### config.mk
export PLATFORM = sky130hd
export DESIGN_NAME = pc_redirect_unit
export DESIGN_NICKNAME = d
export VERILOG_FILES = /design/src/rtl/pc_redirect_unit.sv
export SDC_FILE = /design/constraint.sdc
export NUM_CORES = 1
export LEC_CHECK = 0
export CAP_MARGIN = 20
export CORE_MARGIN = 5
export CORE_UTILIZATION = 25
export CTS_CLUSTER_DIAMETER = 150
export DETAILED_ROUTE_END_ITERATION = 7
export GPL_ROUTABILITY_DRIVEN = 1
export HOLD_SLACK_MARGIN = 0.12
export PLACE_DENSITY = 0.53
export SLEW_MARGIN = 15
export SYNTH_ARGS = -nofsm -noshare
export SYNTH_HDL_FRONTEND = slang
export SYNTH_SLANG_ARGS = --single-unit
### constraint.sdc
create_clock -name clk -period 10.9 [get_ports clk]
set_input_delay 1.635 -clock clk [delete_from_list [all_inputs] [get_ports clk]]
set_output_delay 1.635 -clock clk [all_outputs]
set_load 0.02 [all_outputs]
### src/rtl/pc_redirect_unit.sv
// pc_redirect_unit
// Architectural PC register, next-PC selection and a return-address stack
// that predicts JALR return targets for the multicycle core.
module pc_redirect_unit #(
   parameter int              XLEN      = 32,
   parameter int              RAS_DEPTH = 4,
   parameter logic [XLEN-1:0] RESET_PC  = '0
) (
   input  logic            clk,
   input  logic            reset,
   input  logic [XLEN-1:0] alu_out,
   input  logic [XLEN-1:0] alu_out_reg,
   input  logic            bcond,
   input  logic            pc_source,
   input  logic            pc_write,
   input  logic            pc_write_cond,
   input  logic            is_call,
   input  logic            is_ret,
   output logic [XLEN-1:0] next_pc,
   output logic [XLEN-1:0] current_pc,
   output logic [XLEN-1:0] ras_top,
   output logic            ras_empty,
   output logic            ras_full,
   output logic            ras_mispredict,
   output logic            ras_overflow,
   output logic            ras_underflow
);

   localparam int PTR_W = $clog2(RAS_DEPTH);
   localparam int CNT_W = PTR_W + 1;

   localparam logic [PTR_W-1:0] PTR_ONE = PTR_W'(1);
   localparam logic [CNT_W-1:0] CNT_ONE = CNT_W'(1);
   localparam logic [CNT_W-1:0] CNT_MAX = CNT_W'(RAS_DEPTH);

   // ptr is the next free slot; the top entry lives one below it (mod depth).
   // When the stack is full, ptr also addresses the oldest entry, so a push
   // writing at ptr naturally overwrites the oldest one.
   logic [XLEN-1:0]  entries [RAS_DEPTH];
   logic [PTR_W-1:0] ptr;
   logic [PTR_W-1:0] top_idx;
   logic [CNT_W-1:0] count;

   logic upd;
   logic do_push;
   logic do_pop;
   logic do_swap;
   logic swap_as_push;
   logic pred_miss;

   assign next_pc = (pc_source | bcond) ? alu_out : alu_out_reg;
   assign upd     = pc_write | (pc_write_cond & bcond);

   assign top_idx   = ptr - PTR_ONE;
   assign ras_empty = (count == '0);
   assign ras_full  = (count == CNT_MAX);
   assign ras_top   = ras_empty ? '0 : entries[top_idx];

   // The stack only reacts on cycles where the PC is actually updated.
   assign do_push      = upd & is_call & ~is_ret;
   assign do_pop       = upd & is_ret & ~is_call;
   assign do_swap      = upd & is_call & is_ret;
   assign swap_as_push = do_swap & ras_empty;
   assign pred_miss    = (ras_top != next_pc);

   // Architectural PC: load the selected target whenever an update is requested.
   always_ff @(posedge clk) begin
      if (reset) begin
         current_pc <= RESET_PC;
      end else if (upd) begin
         current_pc <= next_pc;
      end
   end

   // Stack bookkeeping: pointer, occupancy, one-cycle mispredict and sticky error flags.
   always_ff @(posedge clk) begin
      if (reset) begin
         ptr            <= '0;
         count          <= '0;
         ras_mispredict <= 1'b0;
         ras_overflow   <= 1'b0;
         ras_underflow  <= 1'b0;
      end else begin
         ras_mispredict <= 1'b0;
         if (do_push || swap_as_push) begin
            ptr <= ptr + PTR_ONE;
            if (ras_full) begin
               ras_overflow <= 1'b1;
            end else begin
               count <= count + CNT_ONE;
            end
         end else if (do_pop) begin
            if (ras_empty) begin
               ras_underflow  <= 1'b1;
               ras_mispredict <= 1'b1;
            end else begin
               ptr            <= top_idx;
               count          <= count - CNT_ONE;
               ras_mispredict <= pred_miss;
            end
         end else if (do_swap) begin
            ras_mispredict <= pred_miss;
         end
      end
   end

   // Entry storage: pushes write the free slot, pop-then-push rewrites the top in place.
   always_ff @(posedge clk) begin
      if (!reset) begin
         if (do_push || swap_as_push) begin
            entries[ptr] <= alu_out_reg;
         end else if (do_swap) begin
            entries[top_idx] <= alu_out_reg;
         end
      end
   end

endmodule
==> out/summary.txt <==
#FFs+latches synth: 168
NetSw: 0.000754 W
Routed WL: 22500 um
CP endpoint kind: output pin
DR DRC count: 0
Maxcap violations: 0
Tot GR Track Use: 0.136
Final worst path period need: 5.83 ns
Status: completed
Critical path peak fanout: 31
Sequential share of the synthesized area: 0.633
Worst-path clk slew: 0.06 ns
Routed vias: 4923
CTS Buf Count: 17
Die width: 181 um
Worst Setup Slack, final: 5.07 ns
Max incr delay on CP: 0.62 ns
Switching Share: 0.336
Dominant synthesized flop cell: edfxtp_1
Proportion of layout cells with a drive suffix above 1: 0.128
Nets: 761
Drt first pass iters: 5
Hold_buf cts: 0
Register area: 4650 um2
Worst-margin pin slew: 1.03 ns
Setup tns final: 0 ns
Hold Vio Cnt, Final: 0
Tot Pwr: 0.00225 W
Max Root-Sink Buffers: 2
Die area: 32900 um2
IO buf count: 172
Fin crit share: 0.535
Die H: 181 um
Multi-input logic area: 2450 um2
CP dominant cell by count: clkdlybuf4s50_1
Mean routed wirelength per cell: 20.7 um
P_leak: 3.42 nW
Vias in the first global route: 5252
Post-CTS Setup Repair Bufs: 0
Power Internal: 0.00149 W
TritonCTS Sinks: 168
Initial antenna violation count: 0
Yosys warning count: 0
Starting DRC count in detailed routing: 215
Detailed placement HPWL: 15700 um
Crit-path cells: clkdlybuf4s50_1 > nor2_4 > buf_4 > mux2i_1 > inv_1 > clkdlybuf4s50_1
Sequential fraction of design power: 0.337
Max frequency: 0.172 GHz
Min Hold Slack: 0.465 ns
Post-Synthesis Cells: 515
Library cells used by synthesis: 52
Dpl ws: 5.02 ns
Synthesized cell area: 7340 um2
Setup Skew: 0.0120 ns
Clock insertion delay at the later pin of the skew report: 0.42 ns
Relative slew slack: 0.311
Number of synthesized flops with an enable pin: 128
Final core utilization: 0.352
CTS tree: yes
Largest net degree at the start of global routing: 66
Slowest cell on the critical path: mux2i_1
Final Wtd Congestion: 0.753
Std cell rows: 62
Post-synth net total: 588
Syn avg cell area: 14.2 um2
CP delay by family, top: buffers and inverters
Initial Util: 0.254
Most frequent cells in the layout: clkdlybuf4s50_1 (171), edfxtp_1 (128), nor2_1 (47), dfxtp_1 (38), inv_1 (33)
Htree depth: 4
Global-route wire length before repair: 33600 um
Area grow syn2layout: 38.3%
Pwr Density: 221 nW/um2
Number of antenna diodes: 0
Final setup viols: 0
Logic pwr share: 0.373
Async set-reset flop share out of synthesis: 0
Filler Cells Inserted: 2839
Final Max Tran Viols: 0
Antenna Nets Post-Route: 0
Hold Crit Class: reg2reg
Most common cell after layout, fill and taps aside: clkdlybuf4s50_1
GRT overflow: 0
Vias per Instance: 4.54
Post-CTS sizing: 0
Critical Path AT: 4.19 ns
Crit path launch type: primary input
RSZ-0062 raised after global routing: false
Clock share of power: 0.291
Buf/Inv on CP: 4
CP Data Required Time: 9.27 ns
I/O pin count: 173
Kind of critical path: in2out
Max VDD drop: 0.0886 mV
CORE AREA: 28900 um2
Root Buffer Master: clkbuf_16
metrics by stage:
stage	area (um2)	cells
final	10100	1085
after global routing	10100	1085
after CTS	10100	1085
after global placement	9510	1053
after floorplan	7340	515
after detailed placement	9510	1053
worst paths after layout:
| check | startpoint | to | cells after the start | slack, ns |
|---|---|---|---|---|
| worst max-delay path | bcond | next_pc[0] | 6 | 5.07 |
| worst max register to register | ptr[0] | ras_mispredict | 8 | 7.39 |
| worst min register to register | ras_overflow | ras_overflow | 2 | 0.47 |
| worst min-delay path | ras_overflow | ras_overflow | 2 | 0.47 |
synthesized netlist by cell type, drive strengths merged, types with 2 or more instances:
cell      n  area (um2)
nand2     9        33.8
edfxtp  128        3840
o211ai    2        15.0
xnor2    12         105
a211oi   31         233
inv      33         124
a2111o    2        22.5
or3       2        12.5
nand3b    2        15.0
and2     33         209
clkbuf   13        48.8
dfxtp    40         801
a22o      6        52.6
nand3     5        25.0
or2       2        12.5
nor2     50         195
a21oi     9        45.0
buf      16        95.1
nand4     3        18.8
o21ai     7        35.0
xor2      4        35.0
or4       2        15.0
nor4      5        31.3
o21a      4        30.0
a32o      2        20.0
mux4     32         721
a311oi    2        17.5
nor3      6        30.0
mux2i    31         314
nor4b     2        17.5
o22ai     5        31.3
area by class of cell:
class | instances | share of cell area
tap | 384 | 0.0474
clock inverter | 14 | 0.0208
inverter | 34 | 0.0126
sequential | 168 | 0.458
timing repair buffer | 183 | 0.177
clock buffer | 18 | 0.0423
multi-input combinational | 284 | 0.242
cells by family (layout without fill, tap and decap cells):
| kind of cell | count (synthesis) | after routing | synth area share |
|---|---|---|---|
| AO/OA/AOI/OAI | 80 | 80 | 0.0800 |
| flip-flops | 168 | 168 | 0.633 |
| multiplexers | 63 | 63 | 0.141 |
| XOR/XNOR | 16 | 16 | 0.0191 |
| adder cells (fa/ha/maj) | 1 | 1 | 0.00273 |
| AND/OR/NAND/NOR | 124 | 124 | 0.0873 |
| buffers and inverters | 63 | 249 | 0.0370 |
power groups by stage:
| stage | Sequential (W) | Combinational, W | Clock (W) |
|---|---|---|---|
| 4_1_cts | 0.000757 | 0.000854 | 0.000670 |
| 3_5_place_dp | 0.000770 | 0.000848 | 0 |
| 2_1_floorplan | 0.000782 | 0.000466 | 0 |
| 5_1_grt | 0.000761 | 0.000904 | 0.000696 |
| 3_3_place_gp | 0.000769 | 0.000851 | 0 |
| 6_report | 0.000756 | 0.000837 | 0.000652 |
worst reg2reg max path: stages, from the launching register on:
cell      delay (ns)
dfxtp_2         0.31
buf_4           0.61
mux4_2          0.62
and2_1          0.21
xnor2_1         0.13
nor4_1          0.69
o211ai_1        0.19
nor4_1          0.43
a21oi_1         0.16
routing by layer:
metal  GRT usage  up-vias  wire [um]
met5           0        -          0
met4      0.0381        0        421
met3      0.0354       21       1130
met2       0.220      143      10500
met1       0.182     2456      10400
li1            -     2303          -
flip-flops by register name, indices dropped and copies added (netlist names):
| name | count |
|---|---|
| count | 3 |
| current_pc | 32 |
| entries | 128 |
| ptr | 2 |
| ras_mispredict | 1 |
| ras_overflow | 1 |
| ras_underflow | 1 |
Power figures use the tool's default switching activity.
